--- config.mk ---
export PLATFORM = sky130hd
export DESIGN_NAME = snf_txdat_ll
export DESIGN_NICKNAME = d
export VERILOG_FILES = /design/src/rtl/snf_txdat_ll.sv
export SDC_FILE = /design/constraint.sdc
export NUM_CORES = 1
export LEC_CHECK = 0
export CAP_MARGIN = 10
export CORE_AREA = 8 8 459 461
export CTS_CLUSTER_DIAMETER = 60
export CTS_CLUSTER_SIZE = 16
export DETAILED_ROUTE_END_ITERATION = 8
export DIE_AREA = 0 0 467 469
export HOLD_SLACK_MARGIN = 0.03
export PLACE_DENSITY = 0.3
export SLEW_MARGIN = 20
export SYNTH_ARGS = -nofsm -noshare
export SYNTH_HDL_FRONTEND = slang
export SYNTH_SLANG_ARGS = --single-unit
--- constraint.sdc ---
create_clock -name clk -period 2.65 [get_ports clk]
set_input_delay 0.265 -clock clk [delete_from_list [all_inputs] [get_ports clk]]
set_output_delay 0.265 -clock clk [all_outputs]
set_load 0.02 [all_outputs]
--- src/rtl/snf_txdat_ll.sv ---
// SNF TXDAT link-layer transmitter: round-robin source arbitration,
// L-credit accounting and credit return on link deactivation.
`ifndef CHIE_DAT_FLIT_WIDTH
`define CHIE_DAT_FLIT_WIDTH 392
`endif

module snf_txdat_ll #(
  parameter int FLIT_W  = `CHIE_DAT_FLIT_WIDTH,
  parameter int NUM_SRC = 2,
  parameter int MAX_CRD = 15,
  parameter int CRD_W   = $clog2(MAX_CRD+1)
) (
  input  logic                      clk,
  input  logic                      rst,
  input  logic                      txdat_lcrdv,
  input  logic                      txdat_link_active,
  input  logic [NUM_SRC-1:0]        src_valid,
  input  logic [NUM_SRC*FLIT_W-1:0] src_flit,
  output logic [NUM_SRC-1:0]        src_won,
  output logic                      txdatflitv,
  output logic [FLIT_W-1:0]         txdatflit,
  output logic                      txdatflitpend,
  output logic [CRD_W-1:0]          crd_cnt,
  output logic                      crd_ret_done,
  output logic                      crd_ovf_err
);

  localparam int PTR_W = (NUM_SRC > 1) ? $clog2(NUM_SRC) : 1;

  typedef enum logic [1:0] {
    ST_STOP,
    ST_RUN,
    ST_RETURN
  } state_e;

  state_e             state_q, state_d;
  logic [CRD_W-1:0]   cnt_q, cnt_d;
  logic [PTR_W-1:0]   rr_q, rr_d;
  logic               fv_q, fv_d;
  logic [FLIT_W-1:0]  flit_q, flit_d;
  logic               pend_q;
  logic               done_q, done_d;
  logic               ovf_q, ovf_d;

  logic               crd_avail;
  logic               found;
  logic [PTR_W-1:0]   win_idx;
  logic               grant;
  logic               ret_send;
  logic               send;
  logic [NUM_SRC-1:0] won;
  logic [FLIT_W-1:0]  win_flit;

  assign crd_avail = txdat_lcrdv | (cnt_q != '0);

  // First valid source at or after rr_q, wrapping.
  always_comb begin
    found   = 1'b0;
    win_idx = '0;
    for (int k = 0; k < NUM_SRC; k++) begin
      for (int i = 0; i < NUM_SRC; i++) begin
        if (!found && src_valid[i] &&
            ((int'(rr_q) + k == i) ||
             (int'(rr_q) + k == i + NUM_SRC))) begin
          found   = 1'b1;
          win_idx = PTR_W'(i);
        end
      end
    end
  end

  assign grant    = (state_q == ST_RUN) && crd_avail && found;
  assign ret_send = (state_q == ST_RETURN) && crd_avail;
  assign send     = grant | ret_send;

  always_comb begin
    won      = '0;
    win_flit = '0;
    for (int i = 0; i < NUM_SRC; i++) begin
      won[i] = grant && (win_idx == PTR_W'(i));
      if (won[i]) begin
        win_flit = win_flit | src_flit[i*FLIT_W +: FLIT_W];
      end
    end
  end

  always_comb begin
    state_d = state_q;
    unique case (state_q)
      ST_STOP: begin
        if (txdat_link_active) state_d = ST_RUN;
      end
      ST_RUN: begin
        if (!txdat_link_active) state_d = ST_RETURN;
      end
      ST_RETURN: begin
        if ((cnt_q == '0) && !txdat_lcrdv) state_d = ST_STOP;
      end
      default: state_d = ST_STOP;
    endcase
  end

  always_comb begin
    cnt_d  = cnt_q;
    ovf_d  = ovf_q;
    rr_d   = rr_q;
    fv_d   = send;
    flit_d = grant ? win_flit : '0;
    done_d = (state_q == ST_RETURN) && (state_d == ST_STOP);
    if (txdat_lcrdv && !send) begin
      if (cnt_q == CRD_W'(MAX_CRD)) begin
        ovf_d = 1'b1;
      end else begin
        cnt_d = cnt_q + CRD_W'(1);
      end
    end else if (send && !txdat_lcrdv) begin
      cnt_d = cnt_q - CRD_W'(1);
    end
    if (grant) begin
      if (win_idx == PTR_W'(NUM_SRC-1)) begin
        rr_d = '0;
      end else begin
        rr_d = win_idx + PTR_W'(1);
      end
    end
  end

  always_ff @(posedge clk) begin
    if (rst) begin
      state_q <= ST_STOP;
      cnt_q   <= '0;
      rr_q    <= '0;
      fv_q    <= 1'b0;
      flit_q  <= '0;
      pend_q  <= 1'b0;
      done_q  <= 1'b0;
      ovf_q   <= 1'b0;
    end else begin
      state_q <= state_d;
      cnt_q   <= cnt_d;
      rr_q    <= rr_d;
      fv_q    <= fv_d;
      flit_q  <= flit_d;
      pend_q  <= (state_q != ST_STOP);
      done_q  <= done_d;
      ovf_q   <= ovf_d;
    end
  end

  assign src_won       = won;
  assign txdatflitv    = fv_q;
  assign txdatflit     = flit_q;
  assign txdatflitpend = pend_q;
  assign crd_cnt       = cnt_q;
  assign crd_ret_done  = done_q;
  assign crd_ovf_err   = ovf_q;

endmodule

==> summary.txt <==
Status
  – Outcome: completed

CTS
  – Clock input transition at the sequential cells of the worst setup and hold paths: 0.06 ns
  – Sinks on Clock Net: 403
  – Number of levels the H-tree was split into: 3
  – Clock tree from TritonCTS: yes
  – Number of CTS-inserted buffers: 72
  – Number of buffers between clock root and the deepest sink: 3
  – Cell at the root of the clock tree: sky130_fd_sc_hd__clkbuf_16
  – Clock latency on the worst-skew pair: 0.69 ns

Setup path
  – Worst-path cell with the longest stage delay: sky130_fd_sc_hd__or4_4
  – Nature of the critical path endpoint: flip-flop
  – Data arrival time of the critical path: 3.04 ns
  – Worst path cell trace: or4_4 > nor2_4 > nor4b_4 > buf_4 > buf_12 > buf_4 > a22oi_1 > nor2_1
  – Register-to-register setup slack: 0.13 ns
  – Delay of the slowest cell on the worst path: 0.54 ns
  – Maximum fanout encountered on the critical timing path: 19
  – Data required time at the worst endpoint: 3.17 ns
  – Start of the worst register-to-register path: crd_cnt[0]$_SDFFE_PP0P_
  – Count of buffer and inverter cells on the critical path: 3
  – R2r worst-path depth: 8
  – Most common cell type on the critical path: sky130_fd_sc_hd__buf_4
  – Capture instance of the worst register-to-register path: txdatflit[30]$_SDFF_PP0_
  – Startpoint-to-endpoint class of the critical path: reg2reg
  – Kind of start point of the critical path: flip-flop
  – Largest delay share family, worst path: simple AND/OR/NAND/NOR gates

STA
  – Max-slew violation total from the final report: 0
  – Period utilisation layout: 0.9517
  – Max Clk Rate: 0.3965 GHz
  – Worst hold slack across all endpoints: 0.1953 ns
  – Transition time of the tightest slew-check pin: 0.6972 ns
  – Final min period: 2.522 ns
  – Setup-failing EPs final: 0
  – Final clock skew: 0.05337 ns
  – Total negative slack for setup checks: 0 ns
  – Worst setup slack after layout: 0.1281 ns
  – Unrepaired setup endpoints after global routing: no
  – Endpoints failing hold: 0
  – Worst relative slew slack: 0.5338

Final layout
  – Layout filler cell count: 23,012
  – Final Util: 0.1573
  – Post-layout net count: 3,420
  – Layout overhead on the synthesized area: 137.7%
  – Share of layout cells above drive strength 1: 0.1013

Route
  – Router iterations before antenna repair: 5
  – Total routed wirelength: 137,800 um
  – Number of violations reported at the end of detailed-routing iteration 0: 829
  – Detailed-route DRC error count: 0
  – Number of nets with antenna violations after detailed routing: 0
  – Vias per inst: 2.993
  – WL/cell: 25.61 um
  – Vias: 16,102

Global route
  – Vias in the first global route: 17,726
  – Global route total overflow: 0
  – Initial antenna violation count: 13
  – Wire length of the first global-routing pass: 173,800 um
  – Global-route usage over all layers: 0.1189
  – Pin count of the biggest net entering global routing: 60

Die
  – Y dimension of the die: 469 um
  – Floorplan die area: 219,000 um2
  – FP Rows: 166
  – Die X-Extent: 467 um
  – I/O pins: 1,192
  – Effective utilization at floorplan: 0.06617
  – Core region area: 203,300 um2

Logic synthesis
  – Top cells by area, synth: sky130_fd_sc_hd__dfxtp_1 60%, sky130_fd_sc_hd__a22oi_1 22%, sky130_fd_sc_hd__nor2_1 11%
  – Post-synthesis cell type with the largest combined area: sky130_fd_sc_hd__dfxtp_1
  – Top cell type's share of synthesized area: 0.5996
  – Average cell area after synthesis: 9.829 um2
  – Net count of the mapped netlist: 2,162
  – Post-synthesis instance area: 13,460 um2
  – #FFs+latches synth: 403
  – Fraction of the yosys area taken by sequential cells: 0.5996
  – Async SR Flop Fraction: 0
  – Post-Synthesis Cells: 1,369
  – Count of flip-flops with a built-in enable after synthesis: 0
  – Number of unique standard cell types used by synthesis: 33
  – Primary FF master, synth: sky130_fd_sc_hd__dfxtp_1
  – Warning count from the yosys run: 0

Power
  – P per Cell Area: 588.6 nW/um2
  – Static Leakage: 10.36 nW
  – Max VDD drop: 0.0004253 V

Worst hold path
  – Class of the most critical hold timing path: in2reg
  – Hold path start: src_flit[559]
  – Cell count of the worst hold path: 3
  – Worst Hold Endpoint: txdatflit[167]$_SDFF_PP0_

Placed design
  – Worst Setup Slack post-DPL: -0.1064 ns
  – Routability Congestion: 0.8700
  – Count of input and output buffers: 1,191
  – HPWL Detailed: 118,000 um

Flow run
  – Number of max-cap violations: 0
## flip-flops by register name (all words and copies together), names as in the netlist
register       cells
crd_cnt            4
crd_ovf_err        1
crd_ret_done       1
rr_q               1
state_q            2
txdatflit        392
txdatflitpend      1
txdatflitv         1
## per-stage QoR
step                instances  total power [mW]  area, um2
finish                   5379             18.83      31980
global route             5377             19.72      31980
CTS                      5373             19.38      31950
global placement         5240             8.749      29370
detailed placement       5240             8.736      29370
floorplan                1369             6.878      13460
## how the worst max path moves through the flow
stage,from,end,cells past startpoint
after global placement,txdat_lcrdv,txdatflit[319]$_SDFF_PP0_,8
after global routing,crd_cnt[0]$_SDFFE_PP0P_,src_won[0],5
after floorplan,state_q[1]$_SDFF_PP0_,crd_cnt[3]$_SDFFE_PP0P_,9
after CTS,crd_cnt[0]$_SDFFE_PP0P_,src_won[0],5
final,crd_cnt[0]$_SDFFE_PP0P_,txdatflit[30]$_SDFF_PP0_,8
after detailed placement,txdat_lcrdv,txdatflit[319]$_SDFF_PP0_,8
## logic make-up (layout without fill, tap and decap cells)
kind of cell / count (synthesis) / after routing / synth area share
simple gates: 423 / 423 / 0.1223
compound gates: 405 / 405 / 0.2265
flops: 403 / 403 / 0.5996
buf+inv: 132 / 1448 / 0.04612
fa+ha+maj: 3 / 3 / 0.003347
xor+xnor: 2 / 2 / 0.001302
mux: 1 / 1 / 0.0008368
other cells: 0 / 6 / 0
## layer usage
metal | track usage | wire [um]
met5 | 0 | 27
met4 | 0.04044 | 3865
met3 | 0.06767 | 18150
met2 | 0.2002 | 65290
met1 | 0.1250 | 50430
## cell usage after synthesis, drive strengths merged, types with 2 or more instances
library cell,instances
nor2,404
xor2,2
nand3,2
buf,105
ha,2
nor3,6
clkbuf,26
a22oi,392
nand2b,2
a21oi,5
dfxtp,403
## worst reg2reg max path, cell delays in order, from the launching register on
cell and delay, ns:
sky130_fd_sc_hd__dfxtp_2 0.37, sky130_fd_sc_hd__or4_4 0.55, sky130_fd_sc_hd__nor2_4 0.18, sky130_fd_sc_hd__nor4b_4 0.08, sky130_fd_sc_hd__buf_4 0.16, sky130_fd_sc_hd__buf_12 0.15, sky130_fd_sc_hd__buf_4 0.36, sky130_fd_sc_hd__a22oi_1 0.39
sky130_fd_sc_hd__nor2_1 0.12
## cells in the final DEF (no fill, tap or decap), types with 3 or more instances in the layout
cell and n:
sky130_fd_sc_hd__a21oi_1 5, sky130_fd_sc_hd__a22oi_1 389, sky130_fd_sc_hd__a22oi_2 3, sky130_fd_sc_hd__buf_12 26, sky130_fd_sc_hd__buf_4 105, sky130_fd_sc_hd__bufinv_16 10
sky130_fd_sc_hd__clkbuf_1 3, sky130_fd_sc_hd__clkbuf_16 74, sky130_fd_sc_hd__clkbuf_8 6, sky130_fd_sc_hd__clkdlybuf4s50_1 1182, sky130_fd_sc_hd__clkinv_2 8, sky130_fd_sc_hd__clkinv_4 10
sky130_fd_sc_hd__clkinvlp_4 6, sky130_fd_sc_hd__dfxtp_1 402, sky130_fd_sc_hd__diode_2 6, sky130_fd_sc_hd__inv_6 10, sky130_fd_sc_hd__nor2_1 403, sky130_fd_sc_hd__nor3_1 6
## timing repair
| action | in CTS | in global routing |
|---|---|---|
| pin swaps | 2 | 1 |
| hold buffers | 0 | 0 |
| buffers inserted | 1 | 0 |
| resized for setup | 10 | 3 |
| setup endpoints to repair | 2 | 4 |
## final cells by class
type,instances,area [um2],share of cell area
inverters,1,3.754,0.0001174
flip-flops and latches,403,8069,0.2523
diodes,6,15.01,0.0004694
clock inverters,49,639.4,0.01999
multi-input cells,834,4798,0.1500
well taps,2688,3363,0.1052
clock buffers,83,1946,0.06083
repair buffers,1315,13150,0.4111
## where the power goes
part	total (mW)	switching (mW)	internal (mW)	leakage, nW
logic	2.42	0.961	1.46	5.85
clock network	10.3	3.91	6.34	1.26
registers	6.15	0.0348	6.12	3.25
Power figures use the tool's default switching activity.
